--- config.mk ---
export PLATFORM = sky130hd
export DESIGN_NAME = fphub_add_issue_stage
export DESIGN_NICKNAME = d
export VERILOG_FILES = /design/src/rtl/fphub_add_issue_stage.sv
export SDC_FILE = /design/constraint.sdc
export NUM_CORES = 1
export LEC_CHECK = 0
export ABC_AREA = 1
export CAP_MARGIN = 10
export CELL_PAD_IN_SITES_DETAIL_PLACEMENT = 1
export CELL_PAD_IN_SITES_GLOBAL_PLACEMENT = 2
export CORE_AREA = 2 2 248 250
export CTS_CLUSTER_DIAMETER = 30
export DETAILED_ROUTE_END_ITERATION = 8
export DIE_AREA = 0 0 250 252
export MAX_ROUTING_LAYER = met4
export PLACE_DENSITY_LB_ADDON = 0.1
export SYNTH_ARGS = -nofsm -noshare
export SYNTH_HDL_FRONTEND = slang
export SYNTH_SLANG_ARGS = --single-unit
export TNS_END_PERCENT = 5
--- constraint.sdc ---
create_clock -name clk -period 10.65 [get_ports clk]
set_clock_uncertainty 0.05 [all_clocks]
set_input_delay 2.13 -clock clk [delete_from_list [all_inputs] [get_ports clk]]
set_output_delay 2.13 -clock clk [all_outputs]
set_load 0.005 [all_outputs]
--- src/rtl/fphub_add_issue_stage.sv ---
// fphub_add_issue_stage
// Flow-controlled issue stage in front of the FPHUB adder. Operand pairs
// arrive on a valid/ready stream into a DEPTH-entry FIFO, one pair at a time
// is handed to the adder under a start/finish handshake, and the result is
// held in a single-entry output register for a valid/ready consumer.
//
// Ports
//   clk, rst              rising-edge clock, async active-high reset
//   in_valid/in_ready     operand-pair stream; in_X, in_Y HUB operands
//   add_start/add_finish  adder handshake; add_X, add_Y operands, add_Z result
//   out_valid/out_ready   result stream; out_Z result
//   count                 FIFO occupancy (0..DEPTH)
//   busy                  high while an operation is in flight (EXEC)
module fphub_add_issue_stage #(
  parameter int M     = 23,
  parameter int E     = 8,
  parameter int DEPTH = 4
) (
  input  logic                     clk,
  input  logic                     rst,
  input  logic                     in_valid,
  output logic                     in_ready,
  input  logic [E+M:0]             in_X,
  input  logic [E+M:0]             in_Y,
  output logic                     add_start,
  output logic [E+M:0]             add_X,
  output logic [E+M:0]             add_Y,
  input  logic                     add_finish,
  input  logic [E+M:0]             add_Z,
  output logic                     out_valid,
  input  logic                     out_ready,
  output logic [E+M:0]             out_Z,
  output logic [$clog2(DEPTH):0]   count,
  output logic                     busy
);

  localparam int W  = E + M + 1;
  localparam int PW = $clog2(DEPTH);
  localparam int CW = PW + 1;

  typedef enum logic {IDLE, EXEC} state_t;

  state_t          state, state_nx;
  logic [W-1:0]    fifo_x [DEPTH];
  logic [W-1:0]    fifo_y [DEPTH];
  logic [PW-1:0]   wr_ptr, rd_ptr;
  logic [CW-1:0]   cnt;
  logic [W-1:0]    op_x, op_y;
  logic [W-1:0]    z_q;
  logic            ov_q;
  logic            push, pop, capture;

  // Registered-state only, so acceptance never depends on a same-cycle pop.
  assign in_ready = (cnt < CW'(DEPTH));
  assign push     = in_valid && in_ready;

  always_comb begin
    state_nx = state;
    pop      = 1'b0;
    capture  = 1'b0;
    case (state)
      IDLE: begin
        if (cnt != '0 && (!ov_q || out_ready)) begin
          state_nx = EXEC;
          pop      = 1'b1;
        end
      end
      EXEC: begin
        if (add_finish) begin
          state_nx = IDLE;
          capture  = 1'b1;
        end
      end
      default: state_nx = IDLE;
    endcase
  end

  always_ff @(posedge clk or posedge rst) begin
    if (rst) state <= IDLE;
    else     state <= state_nx;
  end

  // Storage array carries no reset; only pointers and count define contents.
  always_ff @(posedge clk) begin
    if (push) begin
      fifo_x[wr_ptr] <= in_X;
      fifo_y[wr_ptr] <= in_Y;
    end
  end

  always_ff @(posedge clk or posedge rst) begin
    if (rst) begin
      wr_ptr <= '0;
      rd_ptr <= '0;
      cnt    <= '0;
    end else begin
      if (push) wr_ptr <= wr_ptr + PW'(1);
      if (pop)  rd_ptr <= rd_ptr + PW'(1);
      case ({push, pop})
        2'b10:   cnt <= cnt + CW'(1);
        2'b01:   cnt <= cnt - CW'(1);
        default: cnt <= cnt;
      endcase
    end
  end

  always_ff @(posedge clk or posedge rst) begin
    if (rst) begin
      op_x <= '0;
      op_y <= '0;
    end else if (pop) begin
      op_x <= fifo_x[rd_ptr];
      op_y <= fifo_y[rd_ptr];
    end
  end

  // A capture on the same edge as a drain keeps the register full.
  always_ff @(posedge clk or posedge rst) begin
    if (rst) begin
      ov_q <= 1'b0;
      z_q  <= '0;
    end else if (capture) begin
      ov_q <= 1'b1;
      z_q  <= add_Z;
    end else if (ov_q && out_ready) begin
      ov_q <= 1'b0;
    end
  end

  assign add_start = (state == EXEC);
  assign busy      = (state == EXEC);
  assign add_X     = op_x;
  assign add_Y     = op_y;
  assign out_valid = ov_q;
  assign out_Z     = z_q;
  assign count     = cnt;

endmodule
==> results_dict.tcl <==
set metrics [dict create \
    status "completed" \
    cts.htree.levels 3 \
    p_seq_frac 0.293 \
    synthArstFlopShare 0.291 \
    avgViaCountPerCell 4.03 \
    cp_slowest_stage_delay_ps 730 \
    p_total_w 0.00685 \
    core_area_um2 60100 \
    path_delay_family "buffers and inverters" \
    required_ps 11100 \
    routed_wl_um 42200 \
    numCtsBuffers 104 \
    cts-root-buf "clkbuf_16" \
    peakVddDrop_uv 129 \
    synth_nets 1507 \
    hold_viol 0 \
    cp_slowest_cell "nand3_4" \
    grt_pass1_vias 11287 \
    synth_area_leaders "edfxtp_1 (52%), dfrtp_1 (18%), nand2_1 (13%), inv_1 (6.8%), nand3_1 (4.3%)" \
    start_util 0.248 \
    reg2reg_slack_ps 7210 \
    r2r_cells 11 \
    synth.top_cell.area_share 0.516 \
    cts_hold_buf 0 \
    whs_endpoint "add_X[12]$_DFFE_PP0P_" \
    cts_tree "yes" \
    synth_area_leader_cell "edfxtp_1" \
    drt_iter0_drc 330 \
    grt_pass1_wl_um 65800 \
    ys_ff_latch 361 \
    synth-edff-count 256 \
    synthesis.area_um2 14900 \
    clockBufferDepth 3 \
    path_cells "clkdlybuf4s50_1 > inv_1 > nand2_1 > nand3_4 > inv_2 > buf_4 > ha_1 > inv_1 > fa_1 > nand2_1 > nand3b_1 > xor2_1" \
    switching_share 0.303 \
    port_buffers 203 \
    p_switching_w 0.00207 \
    synth-main-ff-cell "edfxtp_1" \
    clkTransAtPathRegs_ps 40 \
    r2r-start "count[0]$_DFFE_PP0P_" \
    clock.fmax_mhz 200 \
    dp_cells 2337 \
    postSynthAreaPerCell_um2 10.6 \
    setup-tns-final_ps 0 \
    place.gp.congestion 0.664 \
    ioPinCount 204 \
    rsz0062_at_grt "false" \
    final_cell_mix "nand2_1 (523), inv_1 (269), edfxtp_1 (256)" \
    fin_cells 2540 \
    ys_seq_area_frac 0.692 \
    grt-ovfl-total 0 \
    die_y_um 252 \
    post_cts_buffers 0 \
    layout_commonest_cell "nand2_1" \
    worst-path-buf-inv 5 \
    setup_viol 0 \
    r2r-end "count[2]$_DFFE_PP0P_" \
    nNetsFinal 1768 \
    vias 10235 \
    end_kind "flop" \
    clkLatencyLatePin_ps 630 \
    start_kind "input pin" \
    ys_types 23 \
    drtAntennaViolNets 0 \
    drv_slew 0 \
    min_period_ps 5000 \
    first_pass_iters 4 \
    tightest_slew_ps 1020 \
    postCtsResizedCells 0 \
    clock-sinks 361 \
    drcViolationCount 0 \
    worst-path-max-fanout 69 \
    crit_arrival_ps 5450 \
    grt_use_total 0.142 \
    dieArea_um2 63000 \
    hpwl_um 24200 \
    cap_violations 0 \
    fin_area_um2 21200 \
    grt_max_degree 76 \
    powerDensity_nw_per_um2 323 \
    areaGrowthSynthToFinish_pct 42.1 \
    placementRows 90 \
    crit_type "input pin to flop" \
    hp-class "flop to flop" \
    min_path_cells 2 \
    antenna_found_initial 5 \
    p_comb_frac 0.260 \
    cellLeakagePower_nw 9.49 \
    post_dp_cell_area_um2 17600 \
    min_period_over_period 0.470 \
    synth_cells 1400 \
    timing.slew.headroom 0.320 \
    die_w_um 250 \
    yosys_warnings 0 \
    drive_above_1_share 0.123 \
    p_clk_frac 0.447 \
    wl_per_cell_um 16.6 \
    hold_start "add_X[12]$_DFFE_PP0P_" \
    p_int_w 0.00477 \
]
==> cell usage after synthesis (all sizes together) (2+ instances only) <==
cell type / instances
nand2: 523
ha: 5
clkbuf: 9
buf: 51
nand3: 129
nor2: 6
o21ai: 3
inv: 273
edfxtp: 256
mux2: 32
dfrtp: 105
xor2: 2
xnor2: 2
==> routing by layer <==
layer	vias to the layer above	GRT usage	part of all wire
met5	-	-	0
met4	0	0.0570	0.023
met3	73	0.0373	0.051
met2	241	0.237	0.49
met1	4977	0.161	0.44
li1	4944	-	-
==> tightest hold or removal path, stage by stage (launching register included) <==
cell     delay, ps
dfrtp_1        330
nand2_1         50
nand2_1         50
==> per-stage QoR <==
step,setup WS [ps],utilization,hold WS [ps]
after floorplan,5120,-,422
after global placement,4880,0.293,417
after detailed placement,4870,0.293,419
after CTS,5530,0.352,431
after global routing,5280,0.352,441
final,5650,0.352,421
==> power by group through the flow <==
stage / combinational, W / sequential [W] / clock [W]
after floorplan: 0.00103 / 0.00203 / 0
after global placement: 0.00184 / 0.00202 / 0
after detailed placement: 0.00186 / 0.00203 / 0
after CTS: 0.00187 / 0.00202 / 0.00313
after global routing: 0.00204 / 0.00205 / 0.00321
final: 0.00178 / 0.00201 / 0.00306
==> sequential cells by signal (all words and copies together) (netlist names) <==
signal     count
add_X         32
add_start      1
rd_ptr         2
fifo_x       128
out_valid      1
add_Y         32
out_Z         32
count          3
wr_ptr         2
fifo_y       128
==> how the worst max path moves through the flow <==
| stage | from | to | slack [ps] | cells after the start |
|---|---|---|---|---|
| after floorplan | in_valid | fifo_x[0][0]$_DFFE_PP_ | 5120 | 2 |
| after global placement | out_ready | count[2]$_DFFE_PP0P_ | 4880 | 12 |
| after detailed placement | out_ready | count[2]$_DFFE_PP0P_ | 4870 | 12 |
| after CTS | out_ready | count[2]$_DFFE_PP0P_ | 5530 | 12 |
| after global routing | out_ready | count[2]$_DFFE_PP0P_ | 5280 | 12 |
| final | out_ready | count[2]$_DFFE_PP0P_ | 5650 | 12 |
==> cell families (layout without fill, tap and decap cells) <==
kind of cell	after synthesis	count (layout)	share of synthesized area
AO/OA/AOI/OAI	4	4	0.00134
buffers and inverters	333	686	0.0966
adder cells (fa/ha/maj)	6	6	0.00554
multiplexers	32	32	0.0242
XOR/XNOR	4	4	0.00235
flip-flops	361	361	0.692
AND/OR/NAND/NOR	660	660	0.178
other	0	5	0
==> cell type report <==
type / count / area [µm²]
Sequential cell: 361 / 10300
Fill cell: 6616 / 39000
Clock buffer: 150 / 2950
Inverter: 273 / 1030
Timing Repair Buffer: 215 / 2120
Multi-Input combinational cell: 706 / 3190
Antenna cell: 5 / 12.5
Tap cell: 782 / 978
Clock inverter: 48 / 578
Note: power is estimated with default switching activity, not from simulation.
